### config.mk
export PLATFORM = sky130hd
export DESIGN_NAME = bsg_axil_rxs
export DESIGN_NICKNAME = d
export VERILOG_FILES = /design/src/rtl/bsg_manycore_link_to_axil_pkg.sv /design/src/rtl/bsg_axil_rxs.sv
export SDC_FILE = /design/constraint.sdc
export NUM_CORES = 1
export LEC_CHECK = 0
export ABC_AREA = 1
export ABC_CLOCK_PERIOD_IN_PS = 1870
export CAP_MARGIN = 20
export CORE_AREA = 2 2 146 148
export CTS_BUF_LIST = sky130_fd_sc_hd__clkbuf_4 sky130_fd_sc_hd__clkbuf_8 sky130_fd_sc_hd__clkbuf_16
export CTS_CLUSTER_SIZE = 20
export DETAILED_ROUTE_END_ITERATION = 16
export DIE_AREA = 0 0 148 150
export GPL_ROUTABILITY_DRIVEN = 0
export SETUP_SLACK_MARGIN = 0.02
export SYNTH_ARGS = -nofsm -noshare
export SYNTH_HDL_FRONTEND = slang
export SYNTH_SLANG_ARGS = --single-unit
export TNS_END_PERCENT = 50
### constraint.sdc
create_clock -name clk_i -period 1.87 [get_ports clk_i]
set_input_delay 0.4675 -clock clk_i [delete_from_list [all_inputs] [get_ports clk_i]]
set_output_delay 0.4675 -clock clk_i [all_outputs]
set_load 0.05 [all_outputs]
### src/rtl/bsg_manycore_link_to_axil_pkg.sv
// Shared AXI-Lite address map and types for the manycore-link AXI-Lite shell.
// The address map places one 4 KiB window per FIFO slot. Slot 0 starts at
// axil_m_slot_addr_gp. The register offsets inside each window follow the
// Xilinx AXI-Stream FIFO layout.
package bsg_manycore_link_to_axil_pkg;

  localparam int axil_base_addr_width_gp = 12;
  localparam int axil_slot_idx_width_gp  = 4;
  localparam logic [31:0] axil_m_slot_addr_gp = 32'h0000_1000;

  // register offsets within a slot window
  localparam logic [axil_base_addr_width_gp-1:0] axil_mm2s_ofs_isr_gp  = 12'h000;
  localparam logic [axil_base_addr_width_gp-1:0] axil_s2mm_ofs_rdfo_gp = 12'h01C;
  localparam logic [axil_base_addr_width_gp-1:0] axil_s2mm_ofs_rdfd_gp = 12'h020;

  // AXI read/write response codes
  localparam logic [1:0] axil_resp_okay_gp   = 2'b00;
  localparam logic [1:0] axil_resp_slverr_gp = 2'b10;
  localparam logic [1:0] axil_resp_decerr_gp = 2'b11;

  typedef enum logic [1:0] {
    E_RD_IDLE,
    E_RD_DATA,
    E_RD_RESP
  } rd_state_e;

  typedef struct packed {
    logic [31:0] data;
    logic [1:0]  resp;
  } axil_rd_rsp_s;

endpackage

### src/rtl/bsg_axil_rxs.sv
// AXI-Lite read-side slave for num_fifos_p receive FIFO slots.
// A read of a slot's RDFD register pops one word from that slot's rx FIFO.
// A read of RDFO returns the slot's occupancy. A read of ISR returns the
// slot's interrupt status, and that read does not clear it.
// The slave holds one outstanding read at a time:
//   IDLE (arready) -> DATA (decode, pop) -> RESP (rvalid until rready).
// Ports:
//   clk_i, reset_i              clock, synchronous active-high reset
//   araddr_i/arvalid_i/arready_o  AXI-Lite read address channel
//   rdata_o/rresp_o/rvalid_o/rready_i  AXI-Lite read data channel
//   rxs_i/rxs_v_i/rxs_yumi_o    per-slot rx FIFO head, valid, pop strobe
//   rdfo_i                      per-slot occupancy count
//   isr_i                       per-slot interrupt status value
module bsg_axil_rxs
  import bsg_manycore_link_to_axil_pkg::*;
#(
  parameter int num_fifos_p  = 4,
  parameter int rdfo_width_p = 9
) (
  input  logic                                      clk_i,
  input  logic                                      reset_i,
  input  logic [31:0]                               araddr_i,
  input  logic                                      arvalid_i,
  output logic                                      arready_o,
  output logic [31:0]                               rdata_o,
  output logic [1:0]                                rresp_o,
  output logic                                      rvalid_o,
  input  logic                                      rready_i,
  input  logic [num_fifos_p-1:0][31:0]              rxs_i,
  input  logic [num_fifos_p-1:0]                    rxs_v_i,
  output logic [num_fifos_p-1:0]                    rxs_yumi_o,
  input  logic [num_fifos_p-1:0][rdfo_width_p-1:0]  rdfo_i,
  input  logic [num_fifos_p-1:0][31:0]              isr_i
);

  localparam int ofs_w = axil_base_addr_width_gp;
  localparam int idx_w = axil_slot_idx_width_gp;
  localparam logic [31:0] slot_base_full_lp = axil_m_slot_addr_gp >> ofs_w;
  localparam logic [idx_w:0] slot_base_lp = slot_base_full_lp[idx_w:0];

  rd_state_e     state_r;
  logic [31:0]   addr_r;
  axil_rd_rsp_s  rsp_r, rsp_n;

  // Only the slot and offset fields of the address take part in decode.
  logic _unused_addr_hi;
  assign _unused_addr_hi = &{1'b0, addr_r[31:ofs_w+idx_w], 1'b0};

  // The extra top bit holds the borrow, so addresses below the first slot
  // decode as a miss and do not wrap onto a high slot index.
  logic [idx_w:0]       idx_ext;
  logic [ofs_w-1:0]     ofs;
  assign idx_ext = {1'b0, addr_r[ofs_w +: idx_w]} - slot_base_lp;
  assign ofs     = addr_r[ofs_w-1:0];

  logic [num_fifos_p-1:0]        slot_hit;
  logic [num_fifos_p-1:0][31:0]  head_m, rdfo_m, isr_m;

  for (genvar i = 0; i < num_fifos_p; i++) begin : slot
    assign slot_hit[i] = ~idx_ext[idx_w] & (idx_ext[idx_w-1:0] == idx_w'(i));
    assign head_m[i]   = rxs_i[i]        & {32{slot_hit[i]}};
    assign rdfo_m[i]   = 32'(rdfo_i[i])  & {32{slot_hit[i]}};
    assign isr_m[i]    = isr_i[i]        & {32{slot_hit[i]}};
  end

  // slot_hit has at most one bit set, so OR-ing the masked words acts as a mux.
  logic [31:0] head_w, rdfo_w, isr_w;
  always_comb begin
    head_w = '0;
    rdfo_w = '0;
    isr_w  = '0;
    for (int i = 0; i < num_fifos_p; i++) begin
      head_w |= head_m[i];
      rdfo_w |= rdfo_m[i];
      isr_w  |= isr_m[i];
    end
  end

  logic any_hit, head_v, is_rdfd;
  assign any_hit = |slot_hit;
  assign head_v  = |(slot_hit & rxs_v_i);
  assign is_rdfd = (ofs == axil_s2mm_ofs_rdfd_gp);

  always_comb begin
    rsp_n = '{data: '0, resp: axil_resp_okay_gp};
    if (!any_hit) begin
      rsp_n.resp = axil_resp_decerr_gp;
    end else begin
      case (ofs)
        axil_s2mm_ofs_rdfd_gp: begin
          if (head_v) rsp_n.data = head_w;
          else        rsp_n.resp = axil_resp_slverr_gp;
        end
        axil_s2mm_ofs_rdfo_gp: rsp_n.data = rdfo_w;
        axil_mm2s_ofs_isr_gp:  rsp_n.data = isr_w;
        default: ;
      endcase
    end
  end

  // The pop is issued in the single DATA cycle. That is the same cycle in
  // which the head word is captured into rsp_r. RESP backpressure therefore
  // holds the captured copy and never pops a second time.
  assign rxs_yumi_o = (state_r == E_RD_DATA && !reset_i && is_rdfd)
                    ? (slot_hit & rxs_v_i) : '0;

  always_ff @(posedge clk_i) begin
    if (reset_i) begin
      state_r <= E_RD_IDLE;
      addr_r  <= '0;
      rsp_r   <= '0;
    end else begin
      case (state_r)
        E_RD_IDLE: if (arvalid_i) begin
          addr_r  <= araddr_i;
          state_r <= E_RD_DATA;
        end
        E_RD_DATA: begin
          rsp_r   <= rsp_n;
          state_r <= E_RD_RESP;
        end
        E_RD_RESP: if (rready_i) state_r <= E_RD_IDLE;
        default:   state_r <= E_RD_IDLE;
      endcase
    end
  end

  assign arready_o = (state_r == E_RD_IDLE) & ~reset_i;
  assign rvalid_o  = (state_r == E_RD_RESP);
  assign rdata_o   = rsp_r.data;
  assign rresp_o   = rsp_r.resp;

endmodule

**After elaboration in Yosys (flattened, before gate mapping)**

Cells that the tools add are included.

- Register bits: 52
- Input bits: 332
- Word-level logic and storage cells: 63

- Add/sub/neg operators: 1
- Reductions and logical operators: 10
- Bitwise operators: 29
- Eq/ne operators: 9
- Mux-type cells: 10

Operators with widths:

| cell | number |
|---|---|
| OR 32 bit | 9 |
| bitwise AND 32 bit | 8 |
| bitwise AND 9 x 32 -> 32 bit | 4 |
| one-hot mux 32 bit (3 select lines) | 1 |
| 2-to-1 mux 32 bit | 2 |
| == test 12 x 5 -> 1 bit (second input constant) | 1 |
| == test 12 x 6 -> 1 bit (second input constant) | 1 |
| zero test 12 bit | 1 |
| 2-to-1 mux 2 bit | 5 |
| == test 4 x 2 -> 1 bit (second input constant) | 2 |
| OR reduction 4 bit | 2 |
| one-hot mux 2 bit (3 select lines) | 1 |
| bitwise AND 1 bit | 5 |
| subtractor 4 x 1 -> 5 bit (second input constant) | 1 |
| bitwise AND 4 bit | 1 |
| == test 4 x 1 -> 1 bit (second input constant) | 1 |
| zero test 4 bit | 1 |
| 2-to-1 mux 4 bit | 1 |
| AND reduction 2 bit | 2 |
| == test 2 x 1 -> 1 bit (second input constant) | 1 |
| == test 2 bit (second input constant) | 1 |
| logical AND 1 bit | 2 |
| zero test 2 bit | 1 |
| != test 2 x 1 -> 1 bit (second input constant) | 1 |
| other kinds (3) | 4 |

**Depth between registers and ports, before layout**

Gate-level depths: netlist (run 1).

- Depth in word-level cells: 10
- Mapped depth: 12

**Worst setup path before layout (run 1)**

Ideal clock, no wire load.

- Path type: input to output
- Start point: input reset_i
- End point: output arready_o
- Stages: 3
- Setup slack: -0.496 ns
- Arrival time: 1.899 ns
- Buffers on the path: 2
- Cells stage by stage: clkbuf_1 clkbuf_1 nor3_1

- Cells in the longest elaborated chain, start to end: 2

RTL lines:

| item | line | source |
|---|---|---|
| from (decl) | bsg_axil_rxs.sv:21 | `input logic reset_i,` |
| inverter 1 bit | bsg_axil_rxs.sv:128 | `assign arready_o = (state_r == E_RD_IDLE) & ~reset_i;` |
| bitwise AND 1 bit | bsg_axil_rxs.sv:128 |  |
| to (decl) | bsg_axil_rxs.sv:24 | `output logic arready_o,` |

No other way between the ends.

**Final worst setup path (run 1)**

- Start point: register addr_r[2]
- End point: output rxs_yumi_o[2]

- Cells in the longest elaborated chain, start to end: 3

RTL lines:

| item | line | source |
|---|---|---|
| from (decl) | bsg_axil_rxs.sv:42 | `logic [31:0] addr_r;` |
| from (signal assigned) | bsg_axil_rxs.sv:115 | `addr_r <= araddr_i;` |
| == test 12 x 6 -> 1 bit | bsg_axil_rxs.sv:82 | `assign is_rdfd = (ofs == axil_s2mm_ofs_rdfd_gp);` |
| logical AND 1 bit | bsg_axil_rxs.sv:104 | `assign rxs_yumi_o = (state_r == E_RD_DATA && !reset_i && is_rdfd)` |
| 2-to-1 mux 4 bit | bsg_axil_rxs.sv:105 | `? (slot_hit & rxs_v_i) : '0;` |
| to (decl) | bsg_axil_rxs.sv:31 | `output logic [num_fifos_p-1:0] rxs_yumi_o,` |

No other way between the ends.

==> impl_metrics.ini, run 1 <==
[status]
status = finished, violations left
violations = negative setup slack

[sta]
fin_hold_ws_ns = 0.470
finalHoldViolations = 0
setup_tns_ns = -1.33
period_minus_slack_ns = 2.22
setup_viol = 4
rsz0062_at_grt = yes
worst_pin_slew_ns = 0.477
relSlewSlack = 0.682
final.period_utilization = 1.19
setup_slack_ns = -0.350
clock.fmax_ghz = 0.450
drv_slew = 0
finClkSkew_ns = 0.00616

[critical_path]
crit_slowest_cell = dfxtp_2
end_kind = output port
cp-start-kind = flop
cp_max_fo = 4
cp.arrival_ns = 1.75
worst-r2r-setup-slack_ns = 0.11
crit_buf_inv = 3
path_delay_family = simple AND/OR/NAND/NOR gates
cp_common_cell = nor2_2
path_cells = nor2_2 -> nand3_2 -> nor2_4 -> nand2_2 -> nor3_2 -> buf_4 -> clkinvlp_4 -> nor2_2 -> buf_12
cpPeakStageDelay_ns = 0.33
cp_data_required_time_ns = 1.40
crit_type = flop to output port

[layout]
drive_above_1_share = 0.149
multi_input_area_um2 = 3300
final_core_util = 0.448
fillCellCount = 2182
layout_commonest_cell = nand2_1
seqCellArea_um2 = 1050
area_growth_pct = 102
final_cell_mix = nand2_1, clkdlybuf4s50_1, nand3_1, buf_4, nor2_1
num_antenna_cells = 0
final_net_count = 1544

[die]
ios = 372
rows = 53
die_area_um2 = 22200
die_width_um = 148
die_height_um = 150
placeableCoreArea_um2 = 20700
start_util = 0.222

[clock_tree]
cts_max_level = 2
clock_latency_ns = 0.30
cts_tree = yes
clock_sinks = 52
cts.clk_slew.worst_paths_ns = 0.08
cts_root_buf = clkbuf_16
ctsHoldBuffers = 0
cts_buffers = 5
clock_path_buffers = 2

[routing]
final_antenna_net_count = 0
drt-initial-drc-count = 291
wirelength_um = 25400
viasPerCell = 4.69
wire_per_inst_um = 17.1
vias = 6983
drc = 0
drt_first_pass_iters = 4

[logic_synthesis]
synth_warnings = 0
synth.distinct_cells = 22
yosys_register_bits = 52
syn_area_um2 = 4590
yosys-top-cells-area = nand2_1, dfxtp_1, nand3_1
netlist.area_leader.share = 0.309
seq_area_frac_synth = 0.227
synthCells = 837
syn_avg_cell_area_um2 = 5.49
synth_top_area_cell = nand2_1
syn_nets = 1169

[pwr]
p_sw_mw = 1.39
power_density_nw_per_um2 = 437
internal-power_mw = 2.66
p_total_mw = 4.05
power.share.sequential = 0.288
leakage_nw = 3.71
sw_frac_of_total = 0.343
power_frac_clock = 0.248
peakVddDrop_mv = 0.366
comb_power_share = 0.464

[global_routing]
overflow = 0
grt.total_usage = 0.213
grt_pass1_vias = 6777
grt_pass1_wl_um = 37000
antenna_found_initial = 0
grt_start_max_net_pins = 56

[placed_design]
place_ws_ns = -0.484
port_buffers = 355
hpwl_um = 18400

[flow_run]
maxCapViolCount = 0

[worst_hold_path]
min_path_type = flop to flop
## path summary, 6_finish.rpt
kind                                  start            end  cells past startpoint
worst max register to register   addr_r[12]     rdata_o[3]                     11
worst max-delay path              addr_r[2]  rxs_yumi_o[2]                      9
worst min-delay path            rdata_o[29]    rdata_o[29]                      2
worst min register to register  rdata_o[29]    rdata_o[29]                      2
## power by group through the flow
stage / registers (mW) / logic [mW] / clock network [mW]
CTS: 1.16 / 1.81 / 1.05
finish: 1.17 / 1.88 / 1.01
global placement: 1.19 / 1.78 / 0
detailed placement: 1.19 / 1.77 / 0
global route: 1.17 / 2.04 / 1.09
floorplan: 1.21 / 0.656 / 0
## worst reg2reg max path: stages (launching register included)
cell and delay [ns]:
dfxtp_2 0.34, buf_4 0.13, nand2_1 0.09, buf_4 0.16
nor2_4 0.21, buf_12 0.22, nand2_1 0.08, nand4_1 0.18
nand2_1 0.08, nand2_1 0.06, nand2_1 0.06, a21oi_2 0.10
## cell type report
type / instances / area share
clock buffers: 5 / 0.0135
flip-flops and latches: 52 / 0.113
multi-input cells: 705 / 0.357
inverters: 20 / 0.00851
repair buffers: 428 / 0.468
clock inverters: 3 / 0.00297
well taps: 275 / 0.0371
## per-layer routing
| metal | GRT usage | wire length [µm] | vias to the layer above |
|---|---|---|---|
| li1 | - | - | 3508 |
| met1 | 0.255 | 10500 | 3166 |
| met2 | 0.384 | 12500 | 283 |
| met3 | 0.0558 | 2080 | 26 |
| met4 | 0.0410 | 364 | 0 |
| met5 | 0 | 0 | - |
## cell families after synthesis
logic type / count (synthesis) / share of synthesized area
compound gates: 51 / 0.0825
buf+inv: 81 / 0.0814
flops: 52 / 0.227
simple gates: 653 / 0.609
## through the flow
step / area [µm²] / cells
after CTS: 9010 / 1477
after detailed placement: 8750 / 1463
final: 9260 / 1488
after floorplan: 4610 / 837
after global routing: 9260 / 1488
after global placement: 8750 / 1463
## timing repair
| item | CTS | global route |
|---|---|---|
| endpoints found under the setup margin | 36 | 36 |
| setup buffers | 5 | 6 |
| pin swaps | 5 | 4 |
| cloned | 1 | 5 |
| resized for setup | 8 | 20 |
## cell usage after synthesis
library cell  count
a221oi_2          1
nand3_2           1
nor3_1            5
nand2_1         378
o21ai_0           1
inv_1            18
a21oi_1          15
inv_2             2
nor2_2            3
buf_2            35
buf_1             6
nor2_4            3
clkbuf_1         16
dfxtp_1          52
buf_6             3
buf_4             1
nand4_1          55
a211oi_1         11
a21oi_2          23
nand3_1         132
or2_2             1
nor2_1           75
## flip-flops by register name, indices dropped and copies added (netlist names)
name	flops
rresp_o	2
addr_r	16
rdata_o	32
state_r	2
Note: power is estimated with default switching activity, not from simulation.
==> inputs of run 2 (changes only) <==
--- a/config.mk
+++ b/config.mk
@@ -15,6 +15,7 @@
 export DIE_AREA = 0 0 148 150
 export GPL_ROUTABILITY_DRIVEN = 0
 export SETUP_SLACK_MARGIN = 0.02
+export SLEW_MARGIN = 20
 export SYNTH_ARGS = -nofsm -noshare
 export SYNTH_HDL_FRONTEND = slang
 export SYNTH_SLANG_ARGS = --single-unit
==> results of run 2 <==
Same layout as run 1: the final DEF is identical, and so are final timing and power.
